<file path="src/rtl/writeback_unit_pkg.sv">
// Shared types and constants for the writeback unit and its result FIFO.
package writeback_unit_pkg;

   typedef logic [4:0]  reg_addr_t;
   typedef logic [31:0] word_t;

   typedef enum logic {
      LdIdle,
      LdWait
   } ld_state_e;

   localparam reg_addr_t ZERO_REG = 5'd0;

   // Register 0 is hardwired, so it never participates in a dependency.
   function automatic logic src_hit(reg_addr_t src, reg_addr_t dest);
      return (src != ZERO_REG) && (src == dest);
   endfunction

endpackage

</file>
<file path="src/rtl/wb_result_fifo.sv">
// ALU result queue: DEPTH entries of {dest, data} with an explicit occupancy count,
// plus a per-entry destination match against two decode-stage source registers.
module wb_result_fifo
   import writeback_unit_pkg::*;
#(
   parameter int unsigned DEPTH = 2
) (
   input  logic      clk,
   input  logic      rst,
   input  logic      i_push,
   input  reg_addr_t i_push_dest,
   input  word_t     i_push_data,
   input  logic      i_pop,
   input  reg_addr_t i_rs_addr,
   input  reg_addr_t i_rt_addr,
   output logic      o_full,
   output logic      o_empty,
   output reg_addr_t o_head_dest,
   output word_t     o_head_data,
   output logic      o_src_hit
);

   localparam int unsigned PTR_W = (DEPTH > 1) ? $clog2(DEPTH) : 1;
   localparam int unsigned CNT_W = $clog2(DEPTH + 1);

   logic [PTR_W-1:0] r_wr_ptr;
   logic [PTR_W-1:0] r_rd_ptr;
   logic [CNT_W-1:0] r_count;
   logic [DEPTH-1:0] r_valid;
   reg_addr_t        r_dest [DEPTH];
   word_t            r_data [DEPTH];

   logic w_push;
   logic w_pop;

   function automatic logic [PTR_W-1:0] ptr_inc(logic [PTR_W-1:0] ptr);
      return (ptr == PTR_W'(DEPTH - 1)) ? '0 : ptr + PTR_W'(1);
   endfunction

   assign o_full      = (r_count == CNT_W'(DEPTH));
   assign o_empty     = (r_count == '0);
   assign w_push      = i_push && !o_full;
   assign w_pop       = i_pop && !o_empty;
   assign o_head_dest = r_dest[r_rd_ptr];
   assign o_head_data = r_data[r_rd_ptr];

   always_ff @(posedge clk or negedge rst) begin
      if (!rst) begin
         r_wr_ptr <= '0;
         r_rd_ptr <= '0;
         r_count  <= '0;
         r_valid  <= '0;
      end else begin
         if (w_push) begin
            r_wr_ptr          <= ptr_inc(r_wr_ptr);
            r_valid[r_wr_ptr] <= 1'b1;
         end
         if (w_pop) begin
            r_rd_ptr          <= ptr_inc(r_rd_ptr);
            r_valid[r_rd_ptr] <= 1'b0;
         end
         unique case ({w_push, w_pop})
            2'b10:   r_count <= r_count + CNT_W'(1);
            2'b01:   r_count <= r_count - CNT_W'(1);
            default: r_count <= r_count;
         endcase
      end
   end

   // Payload storage needs no reset; r_valid qualifies every read.
   always_ff @(posedge clk) begin
      if (w_push) begin
         r_dest[r_wr_ptr] <= i_push_dest;
         r_data[r_wr_ptr] <= i_push_data;
      end
   end

   always_comb begin
      o_src_hit = 1'b0;
      for (int i = 0; i < DEPTH; i++) begin
         if (r_valid[i] && (src_hit(i_rs_addr, r_dest[i]) || src_hit(i_rt_addr, r_dest[i]))) begin
            o_src_hit = 1'b1;
         end
      end
   end

endmodule

</file>
<file path="src/rtl/writeback_unit.sv">
// Writeback arbiter: merges load responses and queued ALU results onto one registered
// register-file write port. Define WB_FORWARD_EN to enable the write-port bypass outputs.
module writeback_unit
   import writeback_unit_pkg::*;
#(
   parameter int unsigned ALU_Q_DEPTH = 2
) (
   input  logic      clk,
   input  logic      rst,
   input  logic      alu_valid,
   input  reg_addr_t alu_dest,
   input  word_t     alu_data,
   output logic      alu_ready,
   input  logic      load_issue,
   input  reg_addr_t load_issue_dest,
   output logic      load_issue_ready,
   input  logic      load_valid,
   input  word_t     load_data,
   input  reg_addr_t rsAddress,
   input  reg_addr_t rtAddress,
   output logic      hazard,
   output logic      registerWrite,
   output reg_addr_t writeAddress,
   output word_t     writeData,
   output logic      fwd_hit0,
   output logic      fwd_hit1,
   output word_t     fwd_data0,
   output word_t     fwd_data1
);

   ld_state_e r_ld_state;
   ld_state_e w_ld_state_next;
   reg_addr_t r_ld_dest;
   logic      w_ld_capture;
   logic      w_ld_done;

   logic      w_fifo_full;
   logic      w_fifo_empty;
   reg_addr_t w_head_dest;
   word_t     w_head_data;
   logic      w_fifo_hit;

   logic      r_wr_en;
   reg_addr_t r_wr_addr;
   word_t     r_wr_data;
   logic      w_wr_en;
   reg_addr_t w_wr_addr;
   word_t     w_wr_data;

   assign w_ld_done        = (r_ld_state == LdWait) && load_valid;
   assign load_issue_ready = (r_ld_state == LdIdle);
   assign alu_ready        = !w_fifo_full;

   always_comb begin
      w_ld_state_next = r_ld_state;
      w_ld_capture    = 1'b0;
      unique case (r_ld_state)
         LdIdle: begin
            if (load_issue) begin
               w_ld_state_next = LdWait;
               w_ld_capture    = 1'b1;
            end
         end
         LdWait: begin
            if (load_valid) begin
               w_ld_state_next = LdIdle;
            end
         end
         default: w_ld_state_next = LdIdle;
      endcase
   end

   always_ff @(posedge clk or negedge rst) begin
      if (!rst) begin
         r_ld_state <= LdIdle;
         r_ld_dest  <= ZERO_REG;
      end else begin
         r_ld_state <= w_ld_state_next;
         if (w_ld_capture) begin
            r_ld_dest <= load_issue_dest;
         end
      end
   end

   // The queue head only advances in cycles the load response does not claim.
   wb_result_fifo #(
      .DEPTH (ALU_Q_DEPTH)
   ) u_fifo (
      .clk         (clk),
      .rst         (rst),
      .i_push      (alu_valid),
      .i_push_dest (alu_dest),
      .i_push_data (alu_data),
      .i_pop       (!w_ld_done),
      .i_rs_addr   (rsAddress),
      .i_rt_addr   (rtAddress),
      .o_full      (w_fifo_full),
      .o_empty     (w_fifo_empty),
      .o_head_dest (w_head_dest),
      .o_head_data (w_head_data),
      .o_src_hit   (w_fifo_hit)
   );

   // Results for r0 are consumed without a write pulse.
   always_comb begin
      w_wr_en   = 1'b0;
      w_wr_addr = r_wr_addr;
      w_wr_data = r_wr_data;
      if (w_ld_done) begin
         if (r_ld_dest != ZERO_REG) begin
            w_wr_en   = 1'b1;
            w_wr_addr = r_ld_dest;
            w_wr_data = load_data;
         end
      end else if (!w_fifo_empty && (w_head_dest != ZERO_REG)) begin
         w_wr_en   = 1'b1;
         w_wr_addr = w_head_dest;
         w_wr_data = w_head_data;
      end
   end

   always_ff @(posedge clk or negedge rst) begin
      if (!rst) begin
         r_wr_en   <= 1'b0;
         r_wr_addr <= ZERO_REG;
         r_wr_data <= '0;
      end else begin
         r_wr_en   <= w_wr_en;
         r_wr_addr <= w_wr_addr;
         r_wr_data <= w_wr_data;
      end
   end

   assign registerWrite = r_wr_en;
   assign writeAddress  = r_wr_addr;
   assign writeData     = r_wr_data;

   assign hazard = w_fifo_hit ||
                   ((r_ld_state == LdWait) &&
                    (src_hit(rsAddress, r_ld_dest) || src_hit(rtAddress, r_ld_dest)));

`ifdef WB_FORWARD_EN
   assign fwd_hit0  = r_wr_en && src_hit(rsAddress, r_wr_addr);
   assign fwd_hit1  = r_wr_en && src_hit(rtAddress, r_wr_addr);
   assign fwd_data0 = fwd_hit0 ? r_wr_data : '0;
   assign fwd_data1 = fwd_hit1 ? r_wr_data : '0;
`else
   assign fwd_hit0  = 1'b0;
   assign fwd_hit1  = 1'b0;
   assign fwd_data0 = '0;
   assign fwd_data1 = '0;
`endif

endmodule

</file>
<file path="config.mk">
export PLATFORM = sky130hd
export DESIGN_NAME = writeback_unit
export DESIGN_NICKNAME = d
export VERILOG_FILES = /design/src/rtl/writeback_unit_pkg.sv /design/src/rtl/wb_result_fifo.sv /design/src/rtl/writeback_unit.sv
export SDC_FILE = /design/constraint.sdc
export NUM_CORES = 1
export LEC_CHECK = 0
export CAP_MARGIN = 40
export CORE_AREA = 3 3 118 131
export DETAILED_ROUTE_END_ITERATION = 10
export DIE_AREA = 0 0 121 134
export PLACE_DENSITY = 0.84
export SYNTH_ARGS = -nofsm -noshare
export SYNTH_HDL_FRONTEND = slang
export SYNTH_SLANG_ARGS = --single-unit
</file>
<file path="constraint.sdc">
create_clock -name clk -period 2.5 [get_ports clk]
set_input_delay 0.375 -clock clk [delete_from_list [all_inputs] [get_ports clk]]
set_output_delay 0.375 -clock clk [all_outputs]
set_load 0.02 [all_outputs]
</file>
==> results.rst <==
.. list-table::
   :header-rows: 1

   * - Metric
     - Value
   * - Result of the run
     - finished clean
   * - Placed inst area
     - approximately 7000 um2
   * - Slowest cell delay on critical path
     - ~0.55 ns
   * - Synth area leaders
     - sky130_fd_sc_hd__edfxtp_1, sky130_fd_sc_hd__dfrtp_1, sky130_fd_sc_hd__buf_4, sky130_fd_sc_hd__mux2i_1, sky130_fd_sc_hd__mux2_2
   * - Normalized max-slew margin
     - ~66%
   * - Critical path endpoint category
     - output port
   * - Final antenna diode count
     - 0
   * - Final GP Congestion
     - about 0.83
   * - Area of the die
     - ~16000 um2
   * - H-tree levels
     - 4
   * - Worst Hold Class
     - register to register
   * - Kind of start point of the critical path
     - primary input
   * - Yosys warning total
     - 0
   * - Vias per inst
     - between 4 and 5
   * - Vias after detailed routing
     - approximately 3.7k
   * - WP data arrival
     - 1.96 ns
   * - Worst R2R Path Depth
     - 6
   * - Antenna violations before repair
     - 0
   * - Total power draw
     - a little under 9000 uW
   * - Reg2Reg Launch Point
     - u_fifo.r_dest[1][2]
   * - Number of placed I/O pins
     - 196
   * - Global-route congestion overflow total
     - 0
   * - Clock-pin transition on the worst setup and hold timing paths
     - 0.05 ns
   * - Reg-to-Reg End
     - writeData[22]
   * - Core box area
     - roughly 14000 um2
   * - Max_cap viols
     - 0
   * - Number of buffer cells added on primary ports
     - around 130
   * - Cells along the critical path
     - clkdlybuf4s50_1 -> or4_1 -> nor2_2 -> nor4_1 -> o21ai_1 -> nand3_1 -> buf_2
   * - Fin. max-slew vios
     - 0
   * - Layout Area Growth over Synthesis
     - 33.8%
   * - Number of distinct library cells after synthesis
     - 32
   * - Clock tree root driver cell
     - sky130_fd_sc_hd__clkbuf_16
   * - Min-Delay Path Depth
     - 1
   * - P_leak
     - between 0.003 and 0.004 uW
   * - Max Fanout on Critical Path
     - 3
   * - Die Wd
     - around 120 um
   * - Sequential area share after synthesis
     - 60.0%
   * - Flop2flop setup slack
     - between 0.2 and 0.3 ns
   * - Largest net degree at the start of global routing
     - between 50 and 60
   * - Number of CTS-inserted buffers
     - 17
   * - Worst hold endpoint
     - writeData[5]
   * - First DRT Iteration DRCs
     - 110
   * - Ratio of total power to cell area
     - ~1100 nW/um2
   * - Number of nets in the layout
     - 679
   * - Highest achievable clock rate
     - 428 MHz
   * - Clock period minus final worst setup slack
     - around 2.3 ns
   * - First-pass iteration count of the detailed router
     - 4
   * - Number of design rule violations left after detail routing
     - 0
   * - Mapped Cells
     - 440
   * - Syn Area/Cell
     - 13.2 um2
   * - Routed WL
     - roughly 13000 um
   * - Final Hold Viols
     - 0
   * - Worst clock skew
     - about 0.01 ns
   * - Synth Register Bits
     - 124
   * - Clock Latency Late Sink
     - 0.41 ns
   * - Fillers
     - 1188
   * - Critical setup path kind
     - primary input to output port
   * - Syn Std Cell Area
     - around 5800 um2
   * - Number of global-route vias before repair
     - 3823
   * - Required time at the endpoint of the critical path
     - 2.12 ns
   * - TritonCTS Sinks
     - between 100 and 150
   * - Slew at the pin with the worst max-slew slack
     - around 0.50 ns
   * - Initial cell density of the core
     - between 40% and 50%
   * - Maximum buffer depth of the clock tree
     - 2
   * - Unrepaired setup endpoints after global routing
     - false
   * - Final worst path period share
     - between 90% and 100%
   * - Global-route wire length before repair
     - between 15000 and 20000 um
   * - Half-perimeter wire length after placement
     - just over 9000 um
   * - GR Util All Layers
     - 15.5%
   * - Post-route cell area
     - around 7700 um2
   * - Die height
     - approximately 130 um
   * - Post-CTS setup-driven buffer insertion count
     - 0
   * - Rows
     - 46
   * - Wire length per cell
     - around 16 um
   * - Worst Min Path Start
     - writeData[5]
   * - Number of routed nets with antenna violations
     - 0
   * - Fraction of final layout cells with drive strength greater than 1
     - a little over an eighth
   * - Max IR drop VDD
     - between 0.4 and 0.5 mV
   * - Master of the slowest instance on the critical path
     - sky130_fd_sc_hd__or4_1
   * - Cell type with the highest aggregate area in the netlist
     - sky130_fd_sc_hd__edfxtp_1
   * - Area fraction of the dominant cell type after synthesis
     - about two fifths
   * - CTS tree
     - yes
   * - Endpoints failing setup
     - 0
[cell families after synthesis]
group,count (synthesis),synth area share [%]
compound gates,47,4.26
mux,79,14.6
fa+ha+maj,1,0.216
other cells,1,0.0648
flops,124,60.0
xor+xnor,35,5.29
simple gates,66,5.19
buf+inv,87,10.4
[per-layer routing]
metal | up-vias | share of wire, % | global-route usage, %
met4 | 0 | 2.1 | 7.05
met1 | 1783 | 37 | 16.6
met5 | - | 0 | 0
met2 | 171 | 53 | 27.5
li1 | 1724 | - | -
met3 | 26 | 8.5 | 5.40
[registers in the layout, indices dropped and copies added, names as in the netlist]
name             cells
r_ld_dest            5
r_ld_state           1
registerWrite        1
u_fifo.r_count       2
u_fifo.r_data       64
u_fifo.r_dest       10
u_fifo.r_rd_ptr      1
u_fifo.r_valid       2
u_fifo.r_wr_ptr      1
writeAddress         5
writeData           32
[area by class of cell]
type	instances	area (um2)	area share (%)
clock buffer	20	447	5.77
inverter	3	11.3	0.145
multi-input combinational	294	1990	25.7
clock inverter	10	125	1.62
sequential	124	3470	44.9
timing repair buffer	149	1460	18.8
tap	192	240	3.10
[worst max path at each step]
stage | from | endpoint | slack (ns) | cells past startpoint
floorplan | u_fifo.r_count[0] | u_fifo.r_data[0][0] | 0.29 | 3
global placement | rtAddress[0] | hazard | -0.27 | 7
detailed placement | rtAddress[0] | hazard | -0.34 | 7
CTS | rtAddress[0] | hazard | 0.01 | 7
global route | rsAddress[2] | hazard | 0.04 | 7
finish | rsAddress[1] | hazard | 0.16 | 7
[cells in the mapped netlist (all sizes together)]
| cell type | count |
|---|---|
| a21oi | 39 |
| a2bb2oi | 1 |
| and3 | 1 |
| buf | 74 |
| clkbuf | 10 |
| conb | 1 |
| dfrtp | 50 |
| edfxtp | 74 |
| ha | 1 |
| inv | 3 |
| mux2 | 42 |
| mux2i | 37 |
| nand2 | 2 |
| nand2b | 1 |
| nand3 | 7 |
| nor2 | 43 |
| nor2b | 1 |
| nor3 | 1 |
| nor4 | 6 |
| o21ai | 4 |
| o21bai | 1 |
| o22a | 1 |
| o22ai | 1 |
| or4 | 3 |
| or4b | 1 |
| xnor2 | 22 |
| xor2 | 13 |
[report_power, final]
group          switching [uW]  internal, uW  leakage (uW)
Combinational            1620          1550       0.00152
Sequential                358          2900       0.00126
Clock                     807          1560      0.000280
Total                    2780          6020       0.00307
[per-stage QoR]
step	worst slack, ns	util, %	hold slack [ns]	cells	setup TNS [ns]
6_report	0.163	54.0	0.490	792	0
5_1_grt	0.0387	54.0	0.504	792	0
4_1_cts	0.0114	54.0	0.490	792	0
3_5_place_dp	-0.336	49.9	0.387	761	-0.336
3_3_place_gp	-0.268	49.9	0.385	761	-0.268
2_1_floorplan	0.289	-	0.0794	505	0
[layout by cell type, fill, tap and decap left out, types with 13 or more instances in the layout]
cell                              netlist  layout
sky130_fd_sc_hd__conb_1                 1      66
sky130_fd_sc_hd__nor2_1                42      39
sky130_fd_sc_hd__mux2i_1               37      37
sky130_fd_sc_hd__mux2_1                19      19
sky130_fd_sc_hd__mux2_2                23      23
sky130_fd_sc_hd__clkbuf_16              0      17
sky130_fd_sc_hd__a21oi_1               39      39
sky130_fd_sc_hd__xor2_1                13      13
sky130_fd_sc_hd__dfrtp_1               50      49
sky130_fd_sc_hd__edfxtp_1              74      74
sky130_fd_sc_hd__xnor2_1               22      22
sky130_fd_sc_hd__buf_4                 67      17
sky130_fd_sc_hd__clkdlybuf4s50_1        0     127
[critical path, delay by kind of cell]
family          cells  cell delay, ns
compound gates      1            0.14
buf+inv             2            0.59
simple gates        4            0.86
[what timing repair did]
action	in CTS	in global routing
endpoints found under the hold margin	29	0
setup endpoints to repair	1	1
hold buffers	1	0
pin swaps	1	1
gates resized for setup	5	4
(Power assumes the default switching activity.)
